### src/rtl/lcd_stream_tx.sv
// lcd_stream_tx: PPU->LCD pixel stream transmitter.
// Generates DMG line/frame timing on lcd_mode and forwards 2-bit pixels from
// a valid/ready source to lcd_data with a one-clk lcd_clkena strobe.
// All timing advances on ce. The registered state describes the dot that the
// most recent ce started. Decisions taken at a ce use the dot being entered.
module lcd_stream_tx #(
    parameter int DOTS     = 456,
    parameter int LINES    = 154,
    parameter int VLINES   = 144,
    parameter int HPIX     = 160,
    parameter int OAM_DOTS = 80,
    parameter int M3_MAX   = 289
) (
    input  logic       clk,
    input  logic       reset_n,
    input  logic       ce,
    input  logic       enable,
    input  logic [1:0] pix_data,
    input  logic       pix_valid,
    output logic       pix_ready,
    output logic [1:0] lcd_data,
    output logic       lcd_clkena,
    output logic [1:0] lcd_mode,
    output logic [7:0] line_cnt,
    output logic       frame_start,
    output logic       underrun,
    input  logic       underrun_clr
);

    localparam int DW = $clog2(OAM_DOTS + M3_MAX + 1) > $clog2(DOTS) ?
                        $clog2(OAM_DOTS + M3_MAX + 1) : $clog2(DOTS);
    localparam int PW = $clog2(HPIX + 1);

    localparam logic [DW-1:0] DOT_LAST  = DW'(DOTS - 1);
    localparam logic [DW-1:0] XFER_BEG  = DW'(OAM_DOTS);
    localparam logic [DW-1:0] XFER_END  = DW'(OAM_DOTS + M3_MAX);
    localparam logic [7:0]    LINE_LAST = 8'(LINES - 1);
    localparam logic [7:0]    VIS_LINES = 8'(VLINES);
    localparam logic [PW-1:0] PIX_LINE  = PW'(HPIX);

    typedef enum logic [1:0] {
        M_HBLANK = 2'b00,
        M_VBLANK = 2'b01,
        M_OAM    = 2'b10,
        M_XFER   = 2'b11
    } mode_e;

    logic          run_q;
    logic [DW-1:0] dot_q, dot_d;
    logic [7:0]    line_q, line_d;
    logic [PW-1:0] px_q;
    mode_e         mode_q, mode_d;
    logic [1:0]    data_q;
    logic          stb_q;
    logic          fs_q;
    logic          urun_q;

    logic          vis_d;
    logic          win;
    logic          hs;
    logic          abort;

    // Position and mode of the dot the next ce will enter.
    always_comb begin
        dot_d  = dot_q + 1'b1;
        line_d = line_q;
        if (dot_q == DOT_LAST) begin
            dot_d  = '0;
            line_d = (line_q == LINE_LAST) ? 8'd0 : line_q + 8'd1;
        end
        vis_d = (line_d < VIS_LINES);
        // Transfer window: still short of a full line and before the abort dot.
        win   = (dot_d >= XFER_BEG) && (dot_d < XFER_END) && (px_q < PIX_LINE);
        if (!vis_d)
            mode_d = M_VBLANK;
        else if (dot_d < XFER_BEG)
            mode_d = M_OAM;
        else if (win)
            mode_d = M_XFER;
        else
            mode_d = M_HBLANK;
    end

    // A pixel is taken on every ce that enters a transfer dot.
    assign pix_ready = ce & run_q & enable & vis_d & win;
    assign hs        = pix_valid & pix_ready;
    // Reaching the abort dot with the line still short flags an underrun.
    assign abort     = ce & run_q & enable & vis_d & (dot_d == XFER_END) & (px_q < PIX_LINE);

    // Line/frame timing FSM with registered mode, pixel and strobe outputs.
    always_ff @(posedge clk or negedge reset_n) begin
        if (!reset_n) begin
            run_q  <= 1'b0;
            dot_q  <= '0;
            line_q <= '0;
            px_q   <= '0;
            mode_q <= M_HBLANK;
            data_q <= 2'b00;
            stb_q  <= 1'b0;
            fs_q   <= 1'b0;
        end else begin
            stb_q <= 1'b0;
            fs_q  <= 1'b0;
            if (!enable) begin
                // LCD off: drop any partial line and hold idle.
                run_q  <= 1'b0;
                dot_q  <= '0;
                line_q <= '0;
                px_q   <= '0;
                mode_q <= M_HBLANK;
                data_q <= 2'b00;
            end else if (ce) begin
                if (!run_q) begin
                    // First ce after enable starts line 0 dot 0.
                    run_q  <= 1'b1;
                    dot_q  <= '0;
                    line_q <= '0;
                    px_q   <= '0;
                    mode_q <= M_OAM;
                    fs_q   <= 1'b1;
                end else begin
                    dot_q  <= dot_d;
                    line_q <= line_d;
                    mode_q <= mode_d;
                    if (dot_d == '0)
                        px_q <= '0;
                    else if (hs)
                        px_q <= px_q + 1'b1;
                    if (hs) begin
                        data_q <= pix_data;
                        stb_q  <= 1'b1;
                    end
                    if (dot_d == '0 && line_d == 8'd0)
                        fs_q <= 1'b1;
                end
            end
        end
    end

    // Sticky underrun flag; a new abort beats a simultaneous clear.
    always_ff @(posedge clk or negedge reset_n) begin
        if (!reset_n)
            urun_q <= 1'b0;
        else if (abort)
            urun_q <= 1'b1;
        else if (underrun_clr)
            urun_q <= 1'b0;
    end

    assign lcd_data    = data_q;
    assign lcd_clkena  = stb_q;
    assign lcd_mode    = mode_q;
    assign line_cnt    = line_q;
    assign frame_start = fs_q;
    assign underrun    = urun_q;

endmodule

### config.mk
export PLATFORM = sky130hd
export DESIGN_NAME = lcd_stream_tx
export DESIGN_NICKNAME = d
export VERILOG_FILES = /design/src/rtl/lcd_stream_tx.sv
export SDC_FILE = /design/constraint.sdc
export NUM_CORES = 1
export LEC_CHECK = 0
export ABC_AREA = 1
export BUFFER_PORTS_ARGS = -buffer_cell sky130_fd_sc_hd__buf_2
export CAP_MARGIN = 25
export CELL_PAD_IN_SITES_DETAIL_PLACEMENT = 1
export CELL_PAD_IN_SITES_GLOBAL_PLACEMENT = 2
export CORE_ASPECT_RATIO = 0.8
export CORE_MARGIN = 4
export CORE_UTILIZATION = 35
export DETAILED_ROUTE_END_ITERATION = 10
export GPL_ROUTABILITY_DRIVEN = 0
export PLACE_DENSITY = 0.93
export SETUP_SLACK_MARGIN = 0.02
export SYNTH_ARGS = -nofsm -noshare
export SYNTH_HDL_FRONTEND = slang
export SYNTH_SLANG_ARGS = --single-unit
### constraint.sdc
create_clock -name clk -period 3.2 [get_ports clk]
set_input_delay 0.8 -clock clk [delete_from_list [all_inputs] [get_ports clk]]
set_output_delay 0.8 -clock clk [all_outputs]
set_load 0.03 [all_outputs]
==> impl_metrics.env <==
export IMPL_worst_pin_slew_ns=0.7835
export IMPL_mappedNetlistArea_sq_mm=0.002057
export IMPL_max_clock_freq_ghz=0.3328
export IMPL_ios=24
export IMPL_initialDrtViolationCount=92
export IMPL_yosys_area_top_type="sky130_fd_sc_hd__dfrtp_1"
export IMPL_globalRoute_totalOverflow=0
export IMPL_number_of_levels_the_h_tree_was_split_into=2
export IMPL_share_of_the_synthesized_area_in_the_top_cell_type_pct=40.15
export IMPL_critical_path_max_stage_delay_ns=0.43
export IMPL_crit_path_max_fanout=5
export IMPL_slew_limit_headroom_pct=47.77
export IMPL_hold_start="lcd_mode[0]"
export IMPL_final_net_count=327
export IMPL_synthDistinctLibCells=30
export IMPL_worst_hold_path_num_cells=1
export IMPL_crit_family="simple AND/OR/NAND/NOR gates"
export IMPL_insertion_delay_ns=0.29
export IMPL_timing_critical_path_arrival_ns=2.20
export IMPL_slowest_stage="sky130_fd_sc_hd__dfrtp_1"
export IMPL_rr_startpoint="dot_q[1]"
export IMPL_syn_nets=298
export IMPL_required_ns=2.40
export IMPL_post_place_setup_slack_ns=0.4081
export IMPL_core_area_sq_mm=0.005585
export IMPL_track_usage_pct=17.16
export IMPL_chipHeight_um=76.57
export IMPL_multiInputGateArea_sq_mm=0.001071
export IMPL_regToRegEndpoint="px_q[6]"
export IMPL_rsz_0062_raised_after_global_routing="no"
export IMPL_outcome="completed"
export IMPL_floorplan_die_width_um=93.71
export IMPL_clock_root_buffer="sky130_fd_sc_hd__clkbuf_8"
export IMPL_clk_transition_reported_paths_ns=0.07
export IMPL_numClockSinks=33
export IMPL_cp_endpoint="pix_ready"
export IMPL_drv_cap=0
export IMPL_clk_path_buf_depth=2
export IMPL_design_die_area_sq_mm=0.007175
export IMPL_final_setup_viol_count=0
export IMPL_number_of_detailed_route_iterations_in_the_first_pass=4
export IMPL_synthesis_yosys_warnings=0
export IMPL_clock_skew_ns=0.008837
export IMPL_worst_hold_path_type="reg2reg"
export IMPL_slew_violations=0
export IMPL_final_worst_path_cycle_share_pct=93.90
export IMPL_remaining_drc_errors=0
export IMPL_area_growth_synth_to_final_pct=16.42
export IMPL_numPortBuffers=23
export IMPL_layout_cells_most_common="sky130_fd_sc_hd__nand2_1"
export IMPL_post_route_cells_drive_above_1_share_pct=17.46
export IMPL_cp_endpoint_kind="output pin"
export IMPL_synthesis_area_per_instance_sq_um=7.217
export IMPL_postSynthCellCount=285
export IMPL_hold_violations=0
export IMPL_dp_final_hpwl_um=4344
export IMPL_ys_ff_latch=33
export IMPL_vias_in_the_first_global_route=1989
export IMPL_r2r_slack_ns=0.80
export IMPL_num_vias=1941
export IMPL_main_area_contributors_after_synthesis="sky130_fd_sc_hd__dfrtp_1, sky130_fd_sc_hd__nand2_1, sky130_fd_sc_hd__nand3_1"
export IMPL_ys_seq_area_share_pct=40.15
export IMPL_layout_cells_most_common_list="sky130_fd_sc_hd__nand2_1, sky130_fd_sc_hd__inv_1, sky130_fd_sc_hd__dfrtp_1, sky130_fd_sc_hd__nor2_1, sky130_fd_sc_hd__nand3_1"
export IMPL_crit_buf_inv=1
export IMPL_cts_buffers=5
export IMPL_floorplan_rows=24
export IMPL_setup_worst_path_start="dot_q[1]"
export IMPL_crit_cells=10
export IMPL_antenna_cells=0
export IMPL_fillCellCount=732
export IMPL_regArea_sq_um=825.8
export IMPL_crit_path_cell_trace="ha_2 -> nand2_2 -> o21ai_0 -> o21ai_0 -> nand2_1 -> nand2_1 -> nand3_1 -> nand3_2 -> nor2_4 -> buf_2"
export IMPL_ir_worst_vdd_v=0.0001381
export IMPL_cts_tree="yes"
export IMPL_grt_first_pass_wirelength_um=9804
export IMPL_antenna_found_initial=0
export IMPL_timing_setup_tns_ns=0
export IMPL_timing_reg2reg_worst_path_depth=15
export IMPL_startpoint_type="register"
export IMPL_leakage_dissipation_nw=1.240
export IMPL_final_min_clock_period_ns=3.005
export IMPL_powerDensity_mw_per_mm2=372.2
export IMPL_grt_start_max_net_pins=34
export IMPL_post_drt_wl_per_cell_um=14.75
export IMPL_avgViaCountPerCell=4.939
export IMPL_fin_ws_ns=0.1952
export IMPL_routed_wl_um=5797
export IMPL_critPathKind="reg2out"
export IMPL_start_util_pct=36.83
export IMPL_number_of_antenna_violating_nets_in_the_routed_design=0
==> how the worst min path moves through the flow <==
stage	slack, ns	end
2_1_floorplan	0.46	px_q[6]
3_3_place_gp	0.47	lcd_mode[0]
3_5_place_dp	0.47	lcd_mode[0]
4_1_cts	0.48	lcd_mode[0]
5_1_grt	0.49	lcd_mode[0]
6_report	0.48	lcd_mode[0]
==> flip-flops by register name, indices dropped and copies added, names as in the netlist <==
| signal | count |
|---|---|
| dot_q | 9 |
| line_cnt | 8 |
| px_q | 8 |
| lcd_data | 2 |
| lcd_mode | 2 |
| frame_start | 1 |
| lcd_clkena | 1 |
| run_q | 1 |
| underrun | 1 |
==> cells by family (layout without fill, tap and decap cells) <==
| group | count (synthesis) | in the layout | synth area share [%] |
|---|---|---|---|
| AOI/OAI and AO/OA | 35 | 35 | 9.975 |
| xor gates and xnor gates | 5 | 5 | 2.129 |
| adders and majority gates | 5 | 5 | 3.041 |
| buffers and inverters | 43 | 73 | 7.907 |
| DFF | 33 | 33 | 40.15 |
| and+or+nand+nor | 164 | 164 | 36.80 |
==> routing by layer <==
metal	wire length, um	global-route usage, %
met4	71	5.195
met3	142	3.455
met2	2649	26.51
met1	2934	24.04
met5	0	0
==> cells in the mapped netlist (all sizes together) <==
cell / n
nor2: 33
nor3b: 1
nand3: 30
clkbuf: 2
nand3b: 1
a21o: 2
o32ai: 1
inv: 39
nand4: 5
buf: 2
nor3: 2
dfrtp: 33
or2: 2
a21oi: 6
nand2: 90
xor2: 5
o21ai: 10
o22ai: 15
ha: 5
o21bai: 1
==> layout make-up <==
class	instances	area share, %
timing repair buffer	26	5.747
clock inverter	1	1.254
inverter	39	6.113
multi-input combinational	209	44.72
clock buffer	7	3.605
sequential	33	34.48
tap	78	4.075
==> power by group <==
group	switching [mW]	total, mW	internal, mW
logic	0.0379	0.0491	0.0112
registers	0.00294	0.423	0.421
clock network	0.165	0.419	0.254
total	0.206	0.891	0.686
==> metrics by stage <==
stage	util [%]	instances	instance area [sq um]	power (mW)	hold slack, ns
after floorplan	-	285	2057	0.4570	0.4582
after global placement	40.48	383	2261	0.4803	0.4680
after detailed placement	40.48	383	2261	0.4820	0.4659
after CTS	42.56	391	2377	0.9001	0.4821
after global routing	42.88	393	2395	0.9287	0.4926
final	42.88	393	2395	0.8913	0.4758
==> repair_timing <==
| action | 4_1_cts | 5_1_grt |
|---|---|---|
| endpoints found under the setup margin | 0 | 1 |
| gates resized for setup | 0 | 1 |
| hold buffers | 0 | 0 |
| hold endpoints to repair | 0 | 0 |
| buffers inserted | 0 | 2 |
Power figures use the tool's default switching activity.
